--- src/rtl/pipe_hazard_ctrl.sv ---
// pipe_hazard_ctrl
// ----------------
// Pipeline sequencing controller for the 16-bit Thumb-subset core
// (IF/ID/EX/MEM/WB). It produces the per-stage enable, flush and bubble
// controls, resolves load-use hazards, taken-branch flushes and multi-cycle
// data-memory waits, and traps on a data-memory timeout.
//
// Ports
//   i_clk, i_rst_n         clock, synchronous active-low reset
//   i_id_rn, i_id_rm       source register indices of the ID instruction
//   i_id_use_rn/_rm        ID instruction actually reads Rn / Rm
//   i_ex_memread           EX instruction is a load
//   i_ex_regwrite, i_ex_rd EX instruction writes register i_ex_rd
//   i_ex_br_taken          branch resolved taken in EX
//   i_mem_req, i_dmem_ack  MEM-stage access request / completion
//   o_pc_en, o_pc_sel_br   PC enable / PC loads branch target
//   o_ifid_en, o_ifid_flush   IF/ID enable / load NOP
//   o_idex_en, o_idex_bubble  ID/EX enable / load bubble
//   o_exmem_en             EX/MEM enable
//   o_memwb_en, o_memwb_bubble MEM/WB enable / load bubble
//   o_mem_err              sticky data-memory timeout flag
//   o_state                debug state: 00 RUN, 01 MEMWAIT, 11 TRAP
//   o_stall_cnt, o_flush_cnt  performance counters
//
// Optional feature: define PIPE_HAZARD_PERF_EN to build the saturating
// stall/flush counters; otherwise both counter ports are tied to zero.
//
// Handshake: i_mem_req is a level request for the MEM-stage access; the
// access completes on the first cycle in which i_dmem_ack is high. A request
// acknowledged in its own cycle never stalls.
module pipe_hazard_ctrl #(
    parameter int REG_W       = 4,
    parameter int MEM_TIMEOUT = 15,
    parameter int CNT_W       = 16
) (
    input  logic             i_clk,
    input  logic             i_rst_n,
    input  logic [REG_W-1:0] i_id_rn,
    input  logic [REG_W-1:0] i_id_rm,
    input  logic             i_id_use_rn,
    input  logic             i_id_use_rm,
    input  logic             i_ex_memread,
    input  logic             i_ex_regwrite,
    input  logic [REG_W-1:0] i_ex_rd,
    input  logic             i_ex_br_taken,
    input  logic             i_mem_req,
    input  logic             i_dmem_ack,
    output logic             o_pc_en,
    output logic             o_pc_sel_br,
    output logic             o_ifid_en,
    output logic             o_ifid_flush,
    output logic             o_idex_en,
    output logic             o_idex_bubble,
    output logic             o_exmem_en,
    output logic             o_memwb_en,
    output logic             o_memwb_bubble,
    output logic             o_mem_err,
    output logic [1:0]       o_state,
    output logic [CNT_W-1:0] o_stall_cnt,
    output logic [CNT_W-1:0] o_flush_cnt
);

    typedef enum logic [1:0] {
        ST_RUN     = 2'b00,
        ST_MEMWAIT = 2'b01,
        ST_TRAP    = 2'b11
    } state_t;

    state_t     r_state;
    logic [7:0] r_wait_cnt;
    logic       r_mem_err;

    logic w_mem_stall;
    logic w_load_use;
    logic w_freeze;
    logic w_active;
    logic w_hold_fetch;

    assign w_mem_stall = i_mem_req & ~i_dmem_ack;
    assign w_load_use  = i_ex_memread & i_ex_regwrite &
                         ((i_id_use_rn & (i_id_rn == i_ex_rd)) |
                          (i_id_use_rm & (i_id_rm == i_ex_rd)));

    // Whole pipe frozen: trapped, a new un-acked access in RUN, or still
    // waiting. In MEMWAIT only the ack matters; the ack cycle itself is
    // evaluated like RUN so a branch or load-use held in EX/ID is applied
    // exactly once, on release.
    always_comb begin
        w_freeze = 1'b1;
        case (r_state)
            ST_RUN:     w_freeze = w_mem_stall;
            ST_MEMWAIT: w_freeze = ~i_dmem_ack;
            default:    w_freeze = 1'b1;
        endcase
    end

    assign w_active     = i_rst_n & ~w_freeze;
    // A taken branch overrides load-use: the dependent instruction is squashed.
    assign w_hold_fetch = w_load_use & ~i_ex_br_taken;

    assign o_pc_en        = w_active & ~w_hold_fetch;
    assign o_pc_sel_br    = w_active & i_ex_br_taken;
    assign o_ifid_en      = w_active & ~w_hold_fetch;
    assign o_ifid_flush   = w_active & i_ex_br_taken;
    assign o_idex_en      = w_active;
    assign o_idex_bubble  = w_active & (i_ex_br_taken | w_load_use);
    assign o_exmem_en     = w_active;
    assign o_memwb_en     = w_active;
    assign o_memwb_bubble = i_rst_n & w_freeze;

    assign o_mem_err = r_mem_err;
    assign o_state   = r_state;

    always_ff @(posedge i_clk) begin
        if (!i_rst_n) begin
            r_state    <= ST_RUN;
            r_wait_cnt <= 8'd0;
            r_mem_err  <= 1'b0;
        end else begin
            case (r_state)
                ST_RUN: begin
                    if (w_mem_stall) begin
                        r_state    <= ST_MEMWAIT;
                        r_wait_cnt <= 8'd1;
                    end
                end
                ST_MEMWAIT: begin
                    // An ack on the timeout cycle wins over the trap.
                    if (i_dmem_ack) begin
                        r_state    <= ST_RUN;
                        r_wait_cnt <= 8'd0;
                    end else if (r_wait_cnt == 8'(MEM_TIMEOUT)) begin
                        r_state    <= ST_TRAP;
                        r_wait_cnt <= 8'd0;
                        r_mem_err  <= 1'b1;
                    end else begin
                        r_wait_cnt <= r_wait_cnt + 8'd1;
                    end
                end
                ST_TRAP: begin
                    r_mem_err <= 1'b1;
                end
                default: begin
                    r_state    <= ST_RUN;
                    r_wait_cnt <= 8'd0;
                end
            endcase
        end
    end

`ifdef PIPE_HAZARD_PERF_EN
    logic [CNT_W-1:0] r_stall_cnt;
    logic [CNT_W-1:0] r_flush_cnt;
    logic             w_count_stall;

    assign w_count_stall = ~o_pc_en & ((r_state == ST_RUN) | (r_state == ST_MEMWAIT));

    always_ff @(posedge i_clk) begin
        if (!i_rst_n) begin
            r_stall_cnt <= '0;
            r_flush_cnt <= '0;
        end else begin
            if (w_count_stall && (r_stall_cnt != '1))
                r_stall_cnt <= r_stall_cnt + CNT_W'(1);
            if (o_ifid_flush && (r_flush_cnt != '1))
                r_flush_cnt <= r_flush_cnt + CNT_W'(1);
        end
    end

    assign o_stall_cnt = r_stall_cnt;
    assign o_flush_cnt = r_flush_cnt;
`else
    assign o_stall_cnt = '0;
    assign o_flush_cnt = '0;
`endif

endmodule

--- config.mk ---
export PLATFORM = sky130hd
export DESIGN_NAME = pipe_hazard_ctrl
export DESIGN_NICKNAME = d
export VERILOG_FILES = /design/src/rtl/pipe_hazard_ctrl.sv
export SDC_FILE = /design/constraint.sdc
export NUM_CORES = 1
export LEC_CHECK = 0
export BUFFER_PORTS_ARGS = -buffer_cell sky130_fd_sc_hd__buf_2
export CAP_MARGIN = 20
export CELL_PAD_IN_SITES_DETAIL_PLACEMENT = 1
export CELL_PAD_IN_SITES_GLOBAL_PLACEMENT = 1
export CORE_MARGIN = 4
export CORE_UTILIZATION = 30
export DETAILED_ROUTE_END_ITERATION = 16
export PLACE_DENSITY = 0.92
export RECOVER_POWER = 50
export SYNTH_ARGS = -nofsm -noshare
export SYNTH_HDL_FRONTEND = slang
export SYNTH_SLANG_ARGS = --single-unit
--- constraint.sdc ---
create_clock -name i_clk -period 4.9 [get_ports i_clk]
set_input_delay 0.98 -clock i_clk [delete_from_list [all_inputs] [get_ports i_clk]]
set_output_delay 0.98 -clock i_clk [all_outputs]
set_load 0.01 [all_outputs]
==> results.yml, run 1 <==
timing:
  maxSlewViolCount: 0
  report.final.hold_viol_count: 0
  max_clock_freq_ghz: 0.3121
  clock-skew-final_ns: 0.002410
  fin_setup_tns_ns: 0
  period_needed_ns: 3.204
  timing_worst_slew_pin_value_ns: 0.7698
  final_min_period_over_clock_period_pct: 65.39
  fin_ws_ns: 1.696
  whs_ns: 0.4760
  grt_setup_unrepaired: "no"
  setup_viol_count_final: 0
  slew_headroom_pct: 48.14
yosys:
  synth_most_common_cell: "buf_4"
  most_area_consuming_cells_after_synthesis: "buf_4 (28%), dfxtp_1 (23%), xnor2_1 (9.9%)"
  netlist_instances: 119
  synth-warning-count: 0
  ys.flop_type: "dfxtp_1"
  yosys.area.top_type: "buf_4"
  yosys-top-cells-count: "buf_4 (36), dfxtp_1 (11), xnor2_1 (11)"
  synth.cell_area_um2: 973.4
  post_synth.cell_area_avg_um2: 8.180
  ys_seq_elements: 11
  yosysTopAreaCellShare_pct: 27.76
  async_flop_share_pct: 0
  synth-seq-area-share_pct: 22.62
  synth_edf_count: 0
  ys_types: 37
cts:
  cts_tree: "yes"
  cts.path.max_buffers: 2
  clk-insertion-delay-late_ns: 0.27
  clk_root_buffer_cell: "clkbuf_4"
  cts.repair.resized: 0
  post-cts-setup-buffer-count: 0
  cts_sinks: 11
  clk_pin_slew_ns: 0.07
  tritoncts.num_buffers: 3
  cts.hold.buffers_added: 0
  htree_levels: 1
drt:
  ant_nets: 0
  drt-vias-per-instance: 4.237
  num_vias: 822
  wirelength_mm: 2.391
  detail_route.first_pass.iterations: 4
  drt-wirelength-per-cell_um: 12.32
  drc: 0
  number_of_design_rule_violations_left_by_the_first_detailed_router_iteration: 30
power_and_ir_drop:
  total_leakage_power_nw: 0.4761
  total_power_consumption_mw: 0.2076
  power_per_cell_area_nw_per_um2: 198.7
  ir_worst_vdd_v: 0.00005778
floorplan:
  die-area_um2: 4220
  chipHeight_um: 64.96
  die_x_um: 64.96
  core-area_um2: 3078
  ios: 65
  number_of_core_rows: 20
  floorplan.initialDensity_pct: 31.63
grt:
  global_route_wire_length_before_repair_mm: 3.594
  via_count_of_the_first_global_routing_pass: 773
  grt.overflow.total: 0
  largest_net_degree_at_the_start_of_global_routing: 10
  antenna_found_initial: 0
  gr-usage-all-layers_pct: 11.09
final_layout:
  insertedDiodeCount: 0
  drive_gt1_share_pct: 24.67
  nNetsFinal: 173
  area_growth_syn_to_layout_pct: 7.326
  fillCellCount: 419
  cell_count_final_fillers_out: 194
placement:
  post-place-cells: 190
  dpl.hpwl_mm: 1.986
  place.port_buffers: 32
  finalWeightedCongestion: 0.7035
  dpl_worst_slack_ns: 1.695
setup_path:
  arrival_time_of_the_worst_setup_path_ns: 2.22
  criticalPathCategory: "input pin to output port"
  worst_setup_path_start_kind: "input pin"
  critical-path-slowest-cell: "or2_2"
  end_kind: "output port"
  r2r_setup_slack_ns: 2.99
  timing.critical_path.required_ns: 3.92
  timing.critical_path.fanout_max: 5
  path_cells: "buf_2 > or2_2 > a21oi_1 > and2_1 > a21boi_0 > buf_2"
  largest_stage_delay_on_the_critical_path_ns: 0.27
  critical_path.most_common_cell: "buf_2"
run:
  maxCapViolCount: 0
outcome:
  status: "complete, no violations"
worst_hold_path:
  holdCritPathClass: "flip-flop to flip-flop"
==> kinds of logic (layout without fill, tap and decap cells) <==
group / after synthesis / count (layout) / share of synthesized area [%]
AO/OA/AOI/OAI: 22 / 22 / 16.07
XOR/XNOR: 11 / 11 / 9.897
adder cells (fa/ha/maj): 1 / 1 / 1.285
buffers and inverters: 40 / 40 / 29.31
flip-flops: 11 / 11 / 22.62
multiplexers: 1 / 1 / 1.028
other: 1 / 32 / 0.3852
AND/OR/NAND/NOR: 32 / 32 / 19.41
==> cell usage in the layout, fill, tap and decap left out, drive strengths merged, types with 2 or more instances in the layout <==
| master | count |
|---|---|
| nor2b | 2 |
| clkbuf | 8 |
| a21boi | 2 |
| nand4 | 3 |
| a211oi | 3 |
| o21ai | 4 |
| and2 | 2 |
| nor2 | 7 |
| nand3 | 7 |
| a21o | 2 |
| or3b | 2 |
| and3 | 2 |
| a21oi | 6 |
| inv | 4 |
| dfxtp | 11 |
| xnor2 | 11 |
| conb | 32 |
| buf | 28 |
==> layout make-up <==
| type | instances | area [um^2] | share of cell area [%] |
|---|---|---|---|
| Tap cell | 44 | 55.05 | 5.269 |
| Multi-Input combinational cell | 99 | 573.1 | 54.85 |
| Inverter | 4 | 15.01 | 1.437 |
| Sequential cell | 11 | 220.2 | 21.08 |
| Clock buffer | 4 | 26.28 | 2.515 |
| Timing Repair Buffer | 32 | 155.1 | 14.85 |
==> power breakdown <==
group          internal, mW  switching (mW)  leakage (nW)
combinational        0.0193          0.0323         0.372
sequential           0.0907         0.00209        0.0890
clock                0.0316          0.0316        0.0150
total                 0.142          0.0660         0.476
==> layer usage <==
layer / vias up / track usage (%) / part of all wire (%)
met2: 22 / 21.46 / 58
li1: 403 / - / -
met4: 0 / 6.332 / 2.3
met1: 392 / 11.08 / 34
met5: - / 0 / 0
met3: 5 / 1.560 / 5.7
==> critical path, delay by kind of cell <==
family,cells,cell delay (ns)
simple gates,2,0.53
compound gates,2,0.44
buf+inv,2,0.28
==> through the flow <==
step	utilization, %	instance area, um^2
floorplan	-	1090
global placement	33.62	1035
detailed placement	33.62	1035
CTS	34.47	1061
global route	33.94	1045
finish	33.94	1045
==> worst paths after layout <==
| check | from | to | cells after the start |
|---|---|---|---|
| setup reg to reg | r_wait_cnt[4] | r_wait_cnt[5] | 4 |
| hold reg to reg | o_mem_err | o_mem_err | 1 |
| setup / recovery | i_mem_req | o_pc_en | 6 |
| hold / removal | o_mem_err | o_mem_err | 1 |
==> sequential cells by signal (all words and copies together), names as in the netlist <==
signal and count:
r_wait_cnt 8, o_state 2, o_mem_err 1
Note: power is estimated with default switching activity, not from simulation.
==> run 2, diff against run 1 <==
CORE_UTILIZATION = 28   (was 30)
PLACE_DENSITY = 0.87   (was 0.92)
clock period = 3.07 ns   (was 4.9 ns; I/O delays follow)
==> run 2 against run 1 <==
  * Via count fell by 0.49%
  * Critical endpoint unchanged
  * Total power grew 60%
  * Largest cell class unchanged
  * Core utilization shrank 2.5 points
==> results.yml, run 2 (same netlist as run 1, synthesis figures left out) <==
outcome:
  status: "complete, no violations"
drt:
  drt-wirelength-per-cell_um: 11.65
  ant_nets: 0
  drt-vias-per-instance: 4.173
  num_vias: 818
  number_of_design_rule_violations_left_by_the_first_detailed_router_iteration: 30
  detail_route.first_pass.iterations: 2
  drc: 0
  wirelength_mm: 2.283
grt:
  gr-usage-all-layers_pct: 9.871
  globalRouteMet3Util_pct: 2.192
  largest_net_degree_at_the_start_of_global_routing: 10
  global_route_wire_length_before_repair_mm: 3.381
  met2_track_demand_over_resource_in_global_routing_pct: 16.96
  grt_most_used_layer: "met2"
  gr-usage-met1_pct: 10.71
  antenna_found_initial: 0
  grt.overflow.total: 0
  via_count_of_the_first_global_routing_pass: 804
final_layout:
  most_flop_heavy_register: "r_wait_cnt"
  cell_count_final_fillers_out: 196
  largest_reg_flops: 8
  mostFrequentLayoutCells: "conb_1 (32), buf_2 (29), xnor2_1 (11), dfxtp_1 (11), nand3_1 (7)"
  drive_gt1_share_pct: 26.00
  seq_area_um2: 220.2
  final_core_utilization_pct: 31.46
  insertedDiodeCount: 0
  area_growth_syn_to_layout_pct: 7.841
  nNetsFinal: 173
  final_design_area_no_fill_um2: 1050
  mostFrequentLayoutCell: "conb_1"
  multi_input_area_um2: 573.1
  fillCellCount: 441
power_and_ir_drop:
  clockPowerShare_pct: 30.6
  power_per_cell_area_nw_per_um2: 315.6
  ir_worst_vdd_v: 0.00007984
  internal-power_mw: 0.2240
  total_power_consumption_mw: 0.3313
  total_leakage_power_nw: 0.4816
  seqPwrFrac_pct: 44.7
  netSwitchingFraction_pct: 32.39
  switchingPower_mw: 0.1073
  power_frac_comb_pct: 24.7
timing:
  maxSlewViolCount: 0
  max_clock_freq_ghz: 0.4040
  setup_viol_count_final: 0
  slew_headroom_pct: 47.06
  grt_setup_unrepaired: "no"
  whs_ns: 0.4804
  report.final.hold_viol_count: 0
  fin_ws_ns: 0.5945
  fin_setup_tns_ns: 0
  clock-skew-final_ns: 0.001654
  final_min_period_over_clock_period_pct: 80.64
  period_needed_ns: 2.475
  timing_worst_slew_pin_value_ns: 0.7858
setup_path:
  worst_setup_path_start_kind: "input pin"
  timing.critical_path.required_ns: 2.46
  timing.critical_path.fanout_max: 5
  end_kind: "output port"
  cp-startpoint: "i_mem_req"
  criticalPathCategory: "input pin to output port"
  arrival_time_of_the_worst_setup_path_ns: 1.86
  critical_register_to_register_path_startpoint: "r_wait_cnt[4]"
floorplan:
  ios: 65
  die_x_um: 66.96
  floorplan.initialDensity_pct: 29.17
  core-area_um2: 3337
  die-area_um2: 4484
  number_of_core_rows: 21
  chipHeight_um: 66.96
placement:
  place.port_buffers: 32
  finalWeightedCongestion: 0.7017
  dpl_cell_area_um2: 1037
  dpl_worst_slack_ns: 0.6368
  post-place-cells: 192
  dpl.hpwl_mm: 1.959
cts:
  cts_sinks: 11
  post-cts-setup-buffer-count: 0
  clk_pin_slew_ns: 0.07
  cts.repair.resized: 0
  htree_levels: 1
  cts.hold.buffers_added: 0
  clk_root_buffer_cell: "clkbuf_4"
  tritoncts.num_buffers: 3
  clk-insertion-delay-late_ns: 0.27
  cts.path.max_buffers: 2
  cts_tree: "yes"
worst_hold_path:
  holdCritPathClass: "flip-flop to flip-flop"
  timing.hold.worst.start: "o_mem_err"
run:
  maxCapViolCount: 0
run 2: cell count changes in the layout (fill, tap and decap cells not counted), sizes merged:
cell    change
clkbuf      -2
clkinv      +1
buf         +1
run 2: metal layers:
metal  wire length [um]  vias to the layer above  part of all wire [%]
met2               1276                       26                    56
met3                 97                       10                   4.2
met4                 79                        0                   3.5
met5                  0                        -                     0
met1                828                      380                    36
li1                   -                      402                     -
run 2: power by group through the flow:
stage	logic [mW]	registers (mW)	clock network [mW]
6_report	0.0818	0.148	0.101
5_1_grt	0.0914	0.148	0.114
4_1_cts	0.0837	0.148	0.105
3_5_place_dp	0.0831	0.151	0
3_3_place_gp	0.0803	0.151	0
2_1_floorplan	0.0868	0.151	0
run 2: final timing paths:
kind / to / slack (ns) / depth (start not counted)
setup / recovery: o_pc_en / 0.59 / 6
setup reg to reg: r_wait_cnt[3] / 1.15 / 4
hold reg to reg: o_mem_err / 0.48 / 1
hold / removal: o_mem_err / 0.48 / 1
run 2: cell type report:
| class | instances | area share (%) |
|---|---|---|
| tap | 46 | 5.483 |
| timing repair buffer | 32 | 14.90 |
| inverter | 4 | 1.430 |
| clock inverter | 1 | 0.4768 |
| sequential | 11 | 20.98 |
| clock buffer | 3 | 2.145 |
| multi-input combinational | 99 | 54.59 |
run 2: worst max-delay path, cell delays in order:
cell	delay [ns]
buf_2	0.12
or2_2	0.27
a21oi_1	0.21
and2_1	0.25
a21boi_0	0.23
buf_2	0.17
==> run 3, diff against run 2 <==
ABC_AREA = 1   (was default)
clock period = 2.5 ns   (was 3.07 ns; I/O delays follow)
==> run 3 against run 2 <==
  * Register-to-register slack worse by 0.45 ns
  * Die area is 9.6% higher
  * Sequential cell count stayed put
  * Global-route usage is 0.96 points higher
  * First-iteration DRC count is 47% higher
  * Critical path depth is 2 higher
  * Critical path type unchanged
  * Largest power group unchanged
==> results.yml, run 3 <==
outcome:
  status: "complete, no violations"
yosys:
  ys.flop_type: "dfxtp_1"
  yosys.area_share.simple_pct: 33.84
  async_flop_share_pct: 0
  netlist_instances: 164
  synth_top_family_by_area: "simple AND/OR/NAND/NOR gates"
  synth_most_common_cell: "buf_4"
  synth.cell_area_um2: 1080
  ys_types: 25
  post_synth_xor_area_fraction_pct: 4.867
  ys_seq_elements: 11
  yosys.area.top_type: "buf_4"
  synth-warning-count: 0
  synth-compound-area-share_pct: 6.489
  most_area_consuming_cells_after_synthesis: "buf_4 (25%), dfxtp_1 (20%), nand2_1 (11%)"
  yosysTopAreaCellShare_pct: 25.03
  yosys-top-cells-count: "buf_4 (36), nand2_1 (33), nor2_1 (20)"
  yosys-mux-area-fraction_pct: 0
  synth_edf_count: 0
  synthAdderAreaFrac_pct: 1.159
  post_synth.cell_area_avg_um2: 6.584
  synth-seq-area-share_pct: 20.39
worst_hold_path:
  timing.hold.worst.start: "r_wait_cnt[7]"
  holdCritPathClass: "flip-flop to flip-flop"
  holdPathStages: 2
  hold_path_end: "r_wait_cnt[7]"
placement:
  dpl_worst_slack_ns: 0.4659
  post-place-cells: 238
  finalWeightedCongestion: 0.7241
  dpl.hpwl_mm: 2.251
  place.port_buffers: 32
  dpl_cell_area_um2: 1135
setup_path:
  r2r_setup_slack_ns: 0.70
  end_kind: "output port"
  arrival_time_of_the_worst_setup_path_ns: 1.52
  r2r-end: "r_wait_cnt[4]"
  criticalPathCategory: "input pin to output port"
  worst_setup_path_start_kind: "input pin"
  timing.critical_path.fanout_max: 6
  timing.critical_path.required_ns: 2.00
  critical_register_to_register_path_startpoint: "o_state[0]"
  timing.reg2reg.worst_path_depth: 6
timing:
  clock-skew-final_ns: 0.001474
  period_needed_ns: 2.020
  whs_ns: 0.4916
  max_clock_freq_ghz: 0.4951
  fin_setup_tns_ns: 0
  report.final.hold_viol_count: 0
  fin_ws_ns: 0.4801
  setup_viol_count_final: 0
  final_min_period_over_clock_period_pct: 80.80
  grt_setup_unrepaired: "no"
  maxSlewViolCount: 0
grt:
  gr-usage-all-layers_pct: 10.83
  global_route_wire_length_before_repair_mm: 4.326
  largest_net_degree_at_the_start_of_global_routing: 11
  grt.overflow.total: 0
  antenna_found_initial: 0
  via_count_of_the_first_global_routing_pass: 1023
cts:
  cts.repair.resized: 0
  cts_sinks: 11
  post-cts-setup-buffer-count: 0
  clk_root_buffer_cell: "clkbuf_8"
  clk_pin_slew_ns: 0.05
  cts.hold.buffers_added: 0
  cts.path.max_buffers: 2
  cts_tree: "yes"
  tritoncts.num_buffers: 3
  htree_levels: 1
  clk-insertion-delay-late_ns: 0.24
drt:
  ant_nets: 0
  drc: 0
  drt-vias-per-instance: 4.062
  detail_route.first_pass.iterations: 4
  drt-wirelength-per-cell_um: 10.78
  num_vias: 983
  number_of_design_rule_violations_left_by_the_first_detailed_router_iteration: 44
  wirelength_mm: 2.608
final_layout:
  nNetsFinal: 217
  cell_count_final_fillers_out: 242
  drive_gt1_share_pct: 21.65
  final_design_area_no_fill_um2: 1156
  area_growth_syn_to_layout_pct: 7.068
  largest_reg_flops: 8
  insertedDiodeCount: 0
  mostFrequentLayoutCells: "nand2_1 (36), conb_1 (32), buf_2 (30)"
  mostFrequentLayoutCell: "nand2_1"
  final_core_utilization_pct: 31.34
  fillCellCount: 528
  most_flop_heavy_register: "r_wait_cnt"
power_and_ir_drop:
  total_power_consumption_mw: 0.4860
  total_leakage_power_nw: 0.6401
  ir_worst_vdd_v: 0.0001164
  power_per_cell_area_nw_per_um2: 420.4
floorplan:
  core-area_um2: 3689
  number_of_core_rows: 22
  floorplan.initialDensity_pct: 29.27
  die_x_um: 70.10
  ios: 65
  chipHeight_um: 70.10
  die-area_um2: 4914
run:
  maxCapViolCount: 0
run 3: cell count changes after synthesis, moves of 3 or more:
| cell | change |
|---|---|
| nand3_1 | +5 |
| xnor2_1 | -9 |
| xor2_1 | +4 |
| a211oi_1 | -3 |
| inv_1 | +13 |
| o21ai_0 | -3 |
| nand2_1 | +32 |
| nor2_1 | +14 |
run 3: critical path, cell delays in order:
cell and delay [ns]:
buf_2 0.11, inv_2 0.05, nand2_1 0.12, nand3_1 0.08, nor2_1 0.26, nand2_1 0.15
nand2_1 0.11, buf_2 0.13
run 3: worst max path at each step:
stage / start / to / slack, ns / cells after the start
3_3_place_gp: i_dmem_ack / o_pc_en / 0.54 / 8
3_5_place_dp: i_dmem_ack / o_ifid_en / 0.47 / 8
2_1_floorplan: i_dmem_ack / o_pc_en / 0.54 / 7
6_report: i_dmem_ack / o_ifid_en / 0.48 / 8
5_1_grt: i_dmem_ack / o_ifid_en / 0.25 / 8
4_1_cts: i_dmem_ack / o_ifid_en / 0.46 / 8
run 3: routing by layer:
metal  global-route usage, %  routed length, um  vias up
met5                       0                  0        -
met4                   4.681                 59        0
met3                   2.014                166        6
met2                   19.73               1348       41
met1                   12.12               1034      438
li1                        -                  -      498
run 3: cell type report:
class                           count  area (um^2)  share of cell area, %
Clock buffer                        4        45.04                  3.896
Timing Repair Buffer               32        157.7                  13.64
Sequential cell                    11        220.2                  19.05
Inverter                           19        72.57                  6.277
Multi-Input combinational cell    128        600.6                  51.95
Tap cell                           48        60.06                  5.195
run 3: logic make-up (layout without fill, tap and decap cells):
kind of cell,Yosys count,after routing
DFF,11,11
buffers and inverters,56,55
xor gates and xnor gates,6,6
and+or+nand+nor,79,79
adders and majority gates,1,1
other,1,32
AOI/OAI and AO/OA,10,10
run 3: power breakdown:
part	leakage (nW)	switching, mW	internal [mW]
registers	0.0891	0.00714	0.180
clock network	0.0228	0.0667	0.112
logic	0.528	0.0801	0.0403
